<file path="config.mk">
export PLATFORM = sky130hd
export DESIGN_NAME = vram_copier
export DESIGN_NICKNAME = d
export VERILOG_FILES = /design/src/rtl/fap80_vram_pkg.sv /design/src/rtl/vblank_sync.sv /design/src/rtl/vram_copier.sv
export SDC_FILE = /design/constraint.sdc
export NUM_CORES = 1
export LEC_CHECK = 0
export CAP_MARGIN = 20
export CELL_PAD_IN_SITES_DETAIL_PLACEMENT = 1
export CELL_PAD_IN_SITES_GLOBAL_PLACEMENT = 1
export CORE_ASPECT_RATIO = 2
export CORE_MARGIN = 1.5
export CORE_UTILIZATION = 35
export CTS_BUF_LIST = sky130_fd_sc_hd__clkbuf_16
export DETAILED_ROUTE_END_ITERATION = 16
export PLACE_DENSITY = 0.85
export SLEW_MARGIN = 20
export SYNTH_ARGS = -nofsm -noshare
export SYNTH_HDL_FRONTEND = slang
export SYNTH_SLANG_ARGS = --single-unit
export TNS_END_PERCENT = 20
</file>
<file path="constraint.sdc">
create_clock -name clk50 -period 2.8 [get_ports clk50]
set_clock_uncertainty 0.1 [all_clocks]
set_input_delay 0.84 -clock clk50 [delete_from_list [all_inputs] [get_ports clk50]]
set_output_delay 0.84 -clock clk50 [all_outputs]
set_load 0.03 [all_outputs]
</file>
<file path="src/rtl/fap80_vram_pkg.sv">
// Shared constants and state encoding for the back-to-front VRAM copier.
package fap80_vram_pkg;
  localparam int VRAM_BYTES = 4800;
  localparam int ATTR_BASE  = 0;
  localparam int CHAR_BASE  = 2400;
  localparam int ADDR_W     = 13;

  typedef enum logic [2:0] {
    S_IDLE, S_ARMED, S_READ, S_LATCH, S_WRITE, S_RELEASE, S_DONE
  } state_t;
endpackage

</file>
<file path="src/rtl/vblank_sync.sv">
// Brings the scanner's vblank into clk50 and flags its rising edge.
module vblank_sync (
  input  logic clk50,
  input  logic clr_n,
  input  logic vblank,
  output logic vb_s,
  output logic vb_rise
);
  logic meta, vb_d;

  always_ff @(posedge clk50) begin
    if (!clr_n) begin
      meta <= 1'b0;
      vb_s <= 1'b0;
      vb_d <= 1'b0;
    end else begin
      meta <= vblank;
      vb_s <= meta;
      vb_d <= vb_s;
    end
  end

  assign vb_rise = vb_s & ~vb_d;
endmodule

</file>
<file path="src/rtl/vram_copier.sv">
// Copies back VRAM into front VRAM during vblank, 4 cycles per byte,
// suspending at blank end and resuming at the same byte next frame.
module vram_copier #(
  parameter int VRAM_BYTES = fap80_vram_pkg::VRAM_BYTES,
  parameter int ADDR_W     = fap80_vram_pkg::ADDR_W
) (
  input  logic              clk50,
  input  logic              clr_n,
  input  logic              vblank,
  input  logic              copy_req,
  output logic [ADDR_W-1:0] back_vram_addr,
  output logic              back_vram_rd_n,
  input  logic [7:0]        back_vram_din,
  output logic [ADDR_W-1:0] front_vram_addr,
  output logic [7:0]        front_vram_dout,
  output logic              front_vram_wr_n,
  output logic              front_bus_en,
  output logic              busy,
  output logic              done
);
  import fap80_vram_pkg::*;

  localparam logic [ADDR_W-1:0] LAST  = ADDR_W'(VRAM_BYTES - 1);
  localparam logic [ADDR_W-1:0] FIRST = ADDR_W'(ATTR_BASE);

  state_t            state, state_nx;
  logic [ADDR_W-1:0] cnt, cnt_nx;
  logic [7:0]        hold;
  logic              pend, pend_nx;
  logic              vb_s, vb_rise;

  vblank_sync u_sync (
    .clk50   (clk50),
    .clr_n   (clr_n),
    .vblank  (vblank),
    .vb_s    (vb_s),
    .vb_rise (vb_rise)
  );

  always_ff @(posedge clk50) begin
    if (!clr_n) begin
      state <= S_IDLE;
      cnt   <= '0;
      pend  <= 1'b0;
      hold  <= '0;
    end else begin
      state <= state_nx;
      cnt   <= cnt_nx;
      pend  <= pend_nx;
      if (state == S_LATCH) hold <= back_vram_din;
    end
  end

  // pend only clears when a fresh copy is armed; a suspend re-enters ARMED
  // mid-copy and must not drop a request queued behind the running copy.
  always_comb begin
    state_nx = state;
    cnt_nx   = cnt;
    pend_nx  = pend | (copy_req & (state != S_IDLE));
    unique case (state)
      S_IDLE: if (copy_req) begin
        state_nx = S_ARMED;
        cnt_nx   = FIRST;
        pend_nx  = 1'b0;
      end
      S_ARMED:   if (vb_rise) state_nx = S_READ;
      S_READ:    state_nx = S_LATCH;
      S_LATCH:   state_nx = S_WRITE;
      S_WRITE:   state_nx = S_RELEASE;
      S_RELEASE: begin
        if (cnt == LAST) state_nx = S_DONE;
        else begin
          cnt_nx   = cnt + ADDR_W'(1);
          state_nx = vb_s ? S_READ : S_ARMED;
        end
      end
      S_DONE: begin
        if (pend | copy_req) begin
          state_nx = S_ARMED;
          cnt_nx   = FIRST;
          pend_nx  = 1'b0;
        end else state_nx = S_IDLE;
      end
      default: state_nx = S_IDLE;
    endcase
  end

  always_comb begin
    busy            = (state != S_IDLE);
    done            = (state == S_DONE);
    back_vram_rd_n  = ~((state == S_READ) | (state == S_LATCH));
    back_vram_addr  = back_vram_rd_n ? '0 : cnt;
    front_vram_wr_n = (state != S_WRITE);
    front_bus_en    = (state == S_WRITE) | (state == S_RELEASE);
    front_vram_addr = front_bus_en ? cnt : '0;
    front_vram_dout = front_bus_en ? hold : '0;
  end
endmodule

</file>
---- Word-level counts from Yosys, hierarchy flattened ----
Cells that the tools add are included.
storage, ports and cells
  register bits ........................... 28
  input port bits ......................... 12
  output and inout bits ................... 39
  logic and storage cells ................. 49
cells by class
  add/subtract/negate cells ............... 1
  equal/unequal tests ..................... 12
  muxes and demuxes ....................... 16
  bitwise gates (word level) .............. 8
  reduce and logical (&&, ||, !) cells .... 5
operator list
  cell                                                                    number
  13-bit two-way mux                                                      5
  13-bit case mux with 3 select lines                                     1
  3-bit case mux with 7 select lines                                      1
  13-bit by 1-bit adder with 13-bit output (second input constant)        1
  13-bit equality test (second input constant)                            1
  3-bit equality test (second input constant)                             3
  3-bit two-way mux                                                       3
  8-bit two-way mux                                                       1
  3-bit by 2-bit equality test with 1-bit output (second input constant)  2
  3-bit nonzero test                                                      2
  2-bit by 1-bit != test with 1-bit output (second input constant)        2
  2-bit != test (second input constant)                                   2
  1-bit OR                                                                4
  4-bit AND reduction                                                     1
  3-bit by 1-bit equality test with 1-bit output (second input constant)  1
  3-bit zero test                                                         1
  1-bit two-way mux                                                       3
  3-bit != test (second input constant)                                   1
  1-bit AND                                                               2
  2-bit two-way mux                                                       1
  1-bit NOT                                                               2
  1-bit case mux with 2 select lines                                      1
  2-bit AND reduction                                                     1

---- Depth between registers and ports, before layout ----
  depth in word-level cells ............... 5
  mapped depth ............................ 8
  gate-level depth less buffers ........... 5

---- Modules after synthesis ----
A second synthesis with hierarchy kept.
unflattened totals
  cell total of the unflattened synthesis .. 197
  area total of the unflattened synthesis .. 1582.8 um^2
modules (own cells, without submodules)
  module       times used  cells each  area an instance (um^2)  sequential area each (um^2)
  vram_copier  1           190         1490.2                   500.5
  vblank_sync  1           7           92.6                     60.1

---- Least setup slack after synthesis ----
Ideal clock, no wire load.
  path kind ............................... flip-flop to output port
  start ................................... register state[2]
  end ..................................... output port front_vram_addr[11]
  arrival time ............................ 1458 ps
  required time ........................... 1860 ps
  setup slack ............................. 402 ps
  cell stages (with the launch flop) ...... 6
  path buffers ............................ 3
  cell sequence ........................... dfxtp_1 -> buf_6 -> and2b_1 -> buf_4 -> clkbuf_1 -> and2_1
on the way
  word-level cells in the longest chain between the ends .. 3
ends and longest elaborated chain
  what                      RTL line           RTL
  start: declaration        vram_copier.sv:26  state_t state, state_nx;
  start signal: assignment  vram_copier.sv:47  state <= state_nx;
  3-bit equality test       vram_copier.sv:94  front_bus_en = (state == S_WRITE) | (state == S_RELEASE);
  1-bit OR (*)              vram_copier.sv:94
  via front_bus_en          vram_copier.sv:17  output logic front_bus_en,
  13-bit two-way mux (*)    vram_copier.sv:95  front_vram_addr = front_bus_en ? cnt : '0;
  end: declaration          vram_copier.sv:14  output logic [ADDR_W-1:0] front_vram_addr,
The timed path passes the listed nets; every way through them passes the cells marked *.

---- Worst setup path in the final report ----
  start ................................... register state[0]
  end ..................................... output port front_vram_wr_n
on the way
  word-level cells in the longest chain between the ends .. 1
ends and longest elaborated chain
  what              RTL line           RTL
  3-bit != test     vram_copier.sv:93  front_vram_wr_n = (state != S_WRITE);
  end: declaration  vram_copier.sv:16  output logic front_vram_wr_n,
No other way between the ends.

==> impl_metrics.py <==
metrics = {
    "die": {
        "die_h_um": 98.07,
        "fp.dieArea_um2": 4955,
        "die_width_um": 50.53,
        "pin_count": 51,
        "rows": 34,
        "fp.coreArea_um2": 4339,
        "initial_core_util_pct": 36.45,
    },
    "cts": {
        "cts_buffers": 3,
        "h-tree-depth": 1,
        "ctsHoldBuffers": 0,
        "clk_latency_ns": 0.26,
        "clock-sinks": 28,
        "clockBufferDepth": 2,
        "cts_tree": "built",
        "ctsRootBufferMaster": "clkbuf_16",
        "cts_resized": 0,
        "post_cts_buffers": 0,
        "clk_pin_slew_worst_paths_ns": 0.07,
    },
    "logic_synthesis": {
        "syn_area_per_cell_um2": 7.987,
        "synth_seq_cells": 28,
        "ys_types": 37,
        "ys_async_sr_fraction_pct": 0,
        "yosys.area.top_type": "dfxtp_1",
        "ys_seq_area_share_pct": 35.44,
        "ys.flop_type": "dfxtp_1",
        "synth_area_leaders": "dfxtp_1 (35%), and2_1 (15%), nand2_1 (5.0%), a21boi_0 (4.3%), or3_1 (3.6%)",
        "postSynthCellCount": 198,
        "synth_most_common_cell": "and2_1",
        "yosys-top-cells-count": "and2_1 (39), dfxtp_1 (28), nand2_1 (21), a21oi_1 (11)",
        "mappedNetlistNets": 211,
        "synth-edff-count": 0,
        "syn_area_um2": 1582,
        "yosys_warnings": 0,
        "yosysTopAreaCellShare_pct": 35.44,
    },
    "global_route": {
        "grtUsageTotal_pct": 18.65,
        "grt_pass1_wl_um": 7314,
        "grt_pass1_vias": 1578,
        "grt_max_degree": 23,
        "antenna_found_initial": 0,
        "grt.overflow.total": 0,
    },
    "worst_hold_path": {
        "whs_path_depth": 1,
        "worstHoldPathType": "reg -> reg",
        "hold_start": "u_sync.meta",
        "hold_end": "u_sync.vb_s",
    },
    "timing": {
        "tns_ns": 0,
        "timing.final.crit_share_pct": 94.96,
        "worstMarginPinSlew_ns": 0.6273,
        "slew_violations": 0,
        "hold_viol_final": 0,
        "setup_violations": 0,
        "relSlewSlack_pct": 57.93,
        "fmax_mhz": 376.1,
        "rsz0062_at_grt": "false",
        "period_minus_slack_ns": 2.659,
    },
    "placed_design": {
        "portBuffers": 50,
        "hpwl_um": 3281,
        "gp_congestion": 0.8278,
    },
    "worst_setup_path": {
        "r2r-end": "cnt[9]",
        "arrival_ns": 1.72,
        "start_kind": "register",
        "end_kind": "output port",
        "worst-setup-path-type": "reg -> out",
        "timing.rr.start": "state[2]",
        "critPathRequiredTime_ns": 1.86,
        "r2r_slack_ns": 0.57,
        "crit_fanout": 10,
        "reg2reg_depth": 6,
    },
    "status": {
        "status": "complete, no violations",
    },
    "power_and_ir_drop": {
        "power.clock.fraction_pct": 46.4,
        "ir_drop_mv": 0.2210,
        "cellLeakagePower_nw": 0.8503,
        "p_per_area_nw_per_um2": 422.7,
        "combPwrFrac_pct": 8.3,
        "switching_share_pct": 20.25,
        "internal_power_uw": 723.3,
        "p_sw_uw": 183.6,
        "finalPower_uw": 907.0,
        "pwr-share-seq_pct": 45.3,
    },
    "cells_and_area": {
        "drive_above_1_share_pct": 20.82,
        "multi_input_area_um2": 920.9,
        "ff_latch_area_um2": 561.8,
        "n_antenna_cell": 0,
        "syn_to_final_growth_pct": 35.68,
        "n_fill_cell": 561,
        "final_nets": 259,
    },
    "route": {
        "drc_errors": 0,
        "drt-total-wl_um": 4431,
        "vias": 1570,
        "avgViaCountPerCell": 5.251,
        "drt_pass1_iterations": 4,
        "ant_nets": 0,
        "wl_per_cell_um": 14.82,
        "drtIter0Drc": 13,
    },
    "flow_run": {
        "maxCapViolations": 0,
    },
}
## state kept, by name, summed over array words and instances, names as in the netlist
| signal | cells |
|---|---|
| hold | 8 |
| state | 3 |
| u_sync.vb_d | 1 |
| cnt | 13 |
| pend | 1 |
| u_sync.vb_s | 1 |
| u_sync.meta | 1 |
## power groups by stage
stage	clock [mW]	combinational [mW]	sequential [mW]
after floorplan	0	0.0496	0.415
after global placement	0	0.0754	0.420
final	0.421	0.0756	0.411
after global routing	0.443	0.0828	0.412
after detailed placement	0	0.0760	0.420
after CTS	0.428	0.0769	0.411
## logic make-up (layout without fill, tap and decap cells)
group	Yosys count	after routing	synth area share [%]
xor gates and xnor gates	3	3	1.662
adders and majority gates	1	1	0.7910
AOI/OAI and AO/OA	42	42	17.56
and+or+nand+nor	105	105	38.21
DFF	28	28	35.44
buffers and inverters	19	66	6.328
## cell type report
type	count	area share (%)
Sequential cell	28	26.18
Inverter	5	0.9329
Multi-Input combinational cell	151	42.92
Clock inverter	1	1.399
Clock buffer	3	3.499
Timing Repair Buffer	57	21.92
Tap cell	54	3.149
## metrics by stage
step / cells / area, um^2 / util (%) / hold slack [ns] / worst slack (ns)
2_1_floorplan: 198 / 1582 / - / 0.3119 / 0.4015
3_3_place_gp: 295 / 2037 / 46.94 / 0.3182 / 0.1140
3_5_place_dp: 295 / 2037 / 46.94 / 0.3210 / 0.07538
4_1_cts: 299 / 2142 / 49.37 / 0.3392 / 0.03371
5_1_grt: 299 / 2146 / 49.45 / 0.3555 / 0.04616
6_report: 299 / 2146 / 49.45 / 0.3330 / 0.1412
## worst max-delay path by stage
stage	slack (ns)	endpoint	cells past startpoint	start
2_1_floorplan	0.40	front_vram_addr[11]	5	state[2]
3_3_place_gp	0.11	cnt[5]	5	copy_req
3_5_place_dp	0.08	cnt[5]	5	copy_req
4_1_cts	0.03	front_vram_wr_n	3	state[1]
5_1_grt	0.05	front_vram_wr_n	3	state[0]
6_report	0.14	front_vram_wr_n	3	state[0]
## critical path, stage by stage (launching register included)
cell	delay (ns)
dfxtp_1	0.55
clkinv_2	0.16
nand2_1	0.09
clkdlybuf4s50_1	0.66
## cells in the final DEF (no fill, tap or decap), types with 3 or more instances in the layout
cell             netlist  layout
buf_4                  2      41
and2_1                39      39
dfxtp_1               28      27
nand2_1               21      21
clkdlybuf4s50_1        0      15
a21oi_1               11      11
nand3_1               10      10
o21ai_0               10      10
a21boi_0               9       9
or3_1                  9       9
nor2_1                 6       6
nand4_1                5       5
inv_1                  4       4
nor2b_1                4       4
xnor2_1                3       3
clkbuf_16              0       3
## per-layer routing
| layer | track usage (%) | share of wire [%] | vias to the layer above |
|---|---|---|---|
| met5 | 0 | 0 | - |
| met4 | 7.277 | 2.2 | 0 |
| met3 | 1.529 | 2.9 | 6 |
| met2 | 36.84 | 57 | 39 |
| met1 | 19.01 | 38 | 751 |
| li1 | - | - | 774 |
Note: power is estimated with default switching activity, not from simulation.
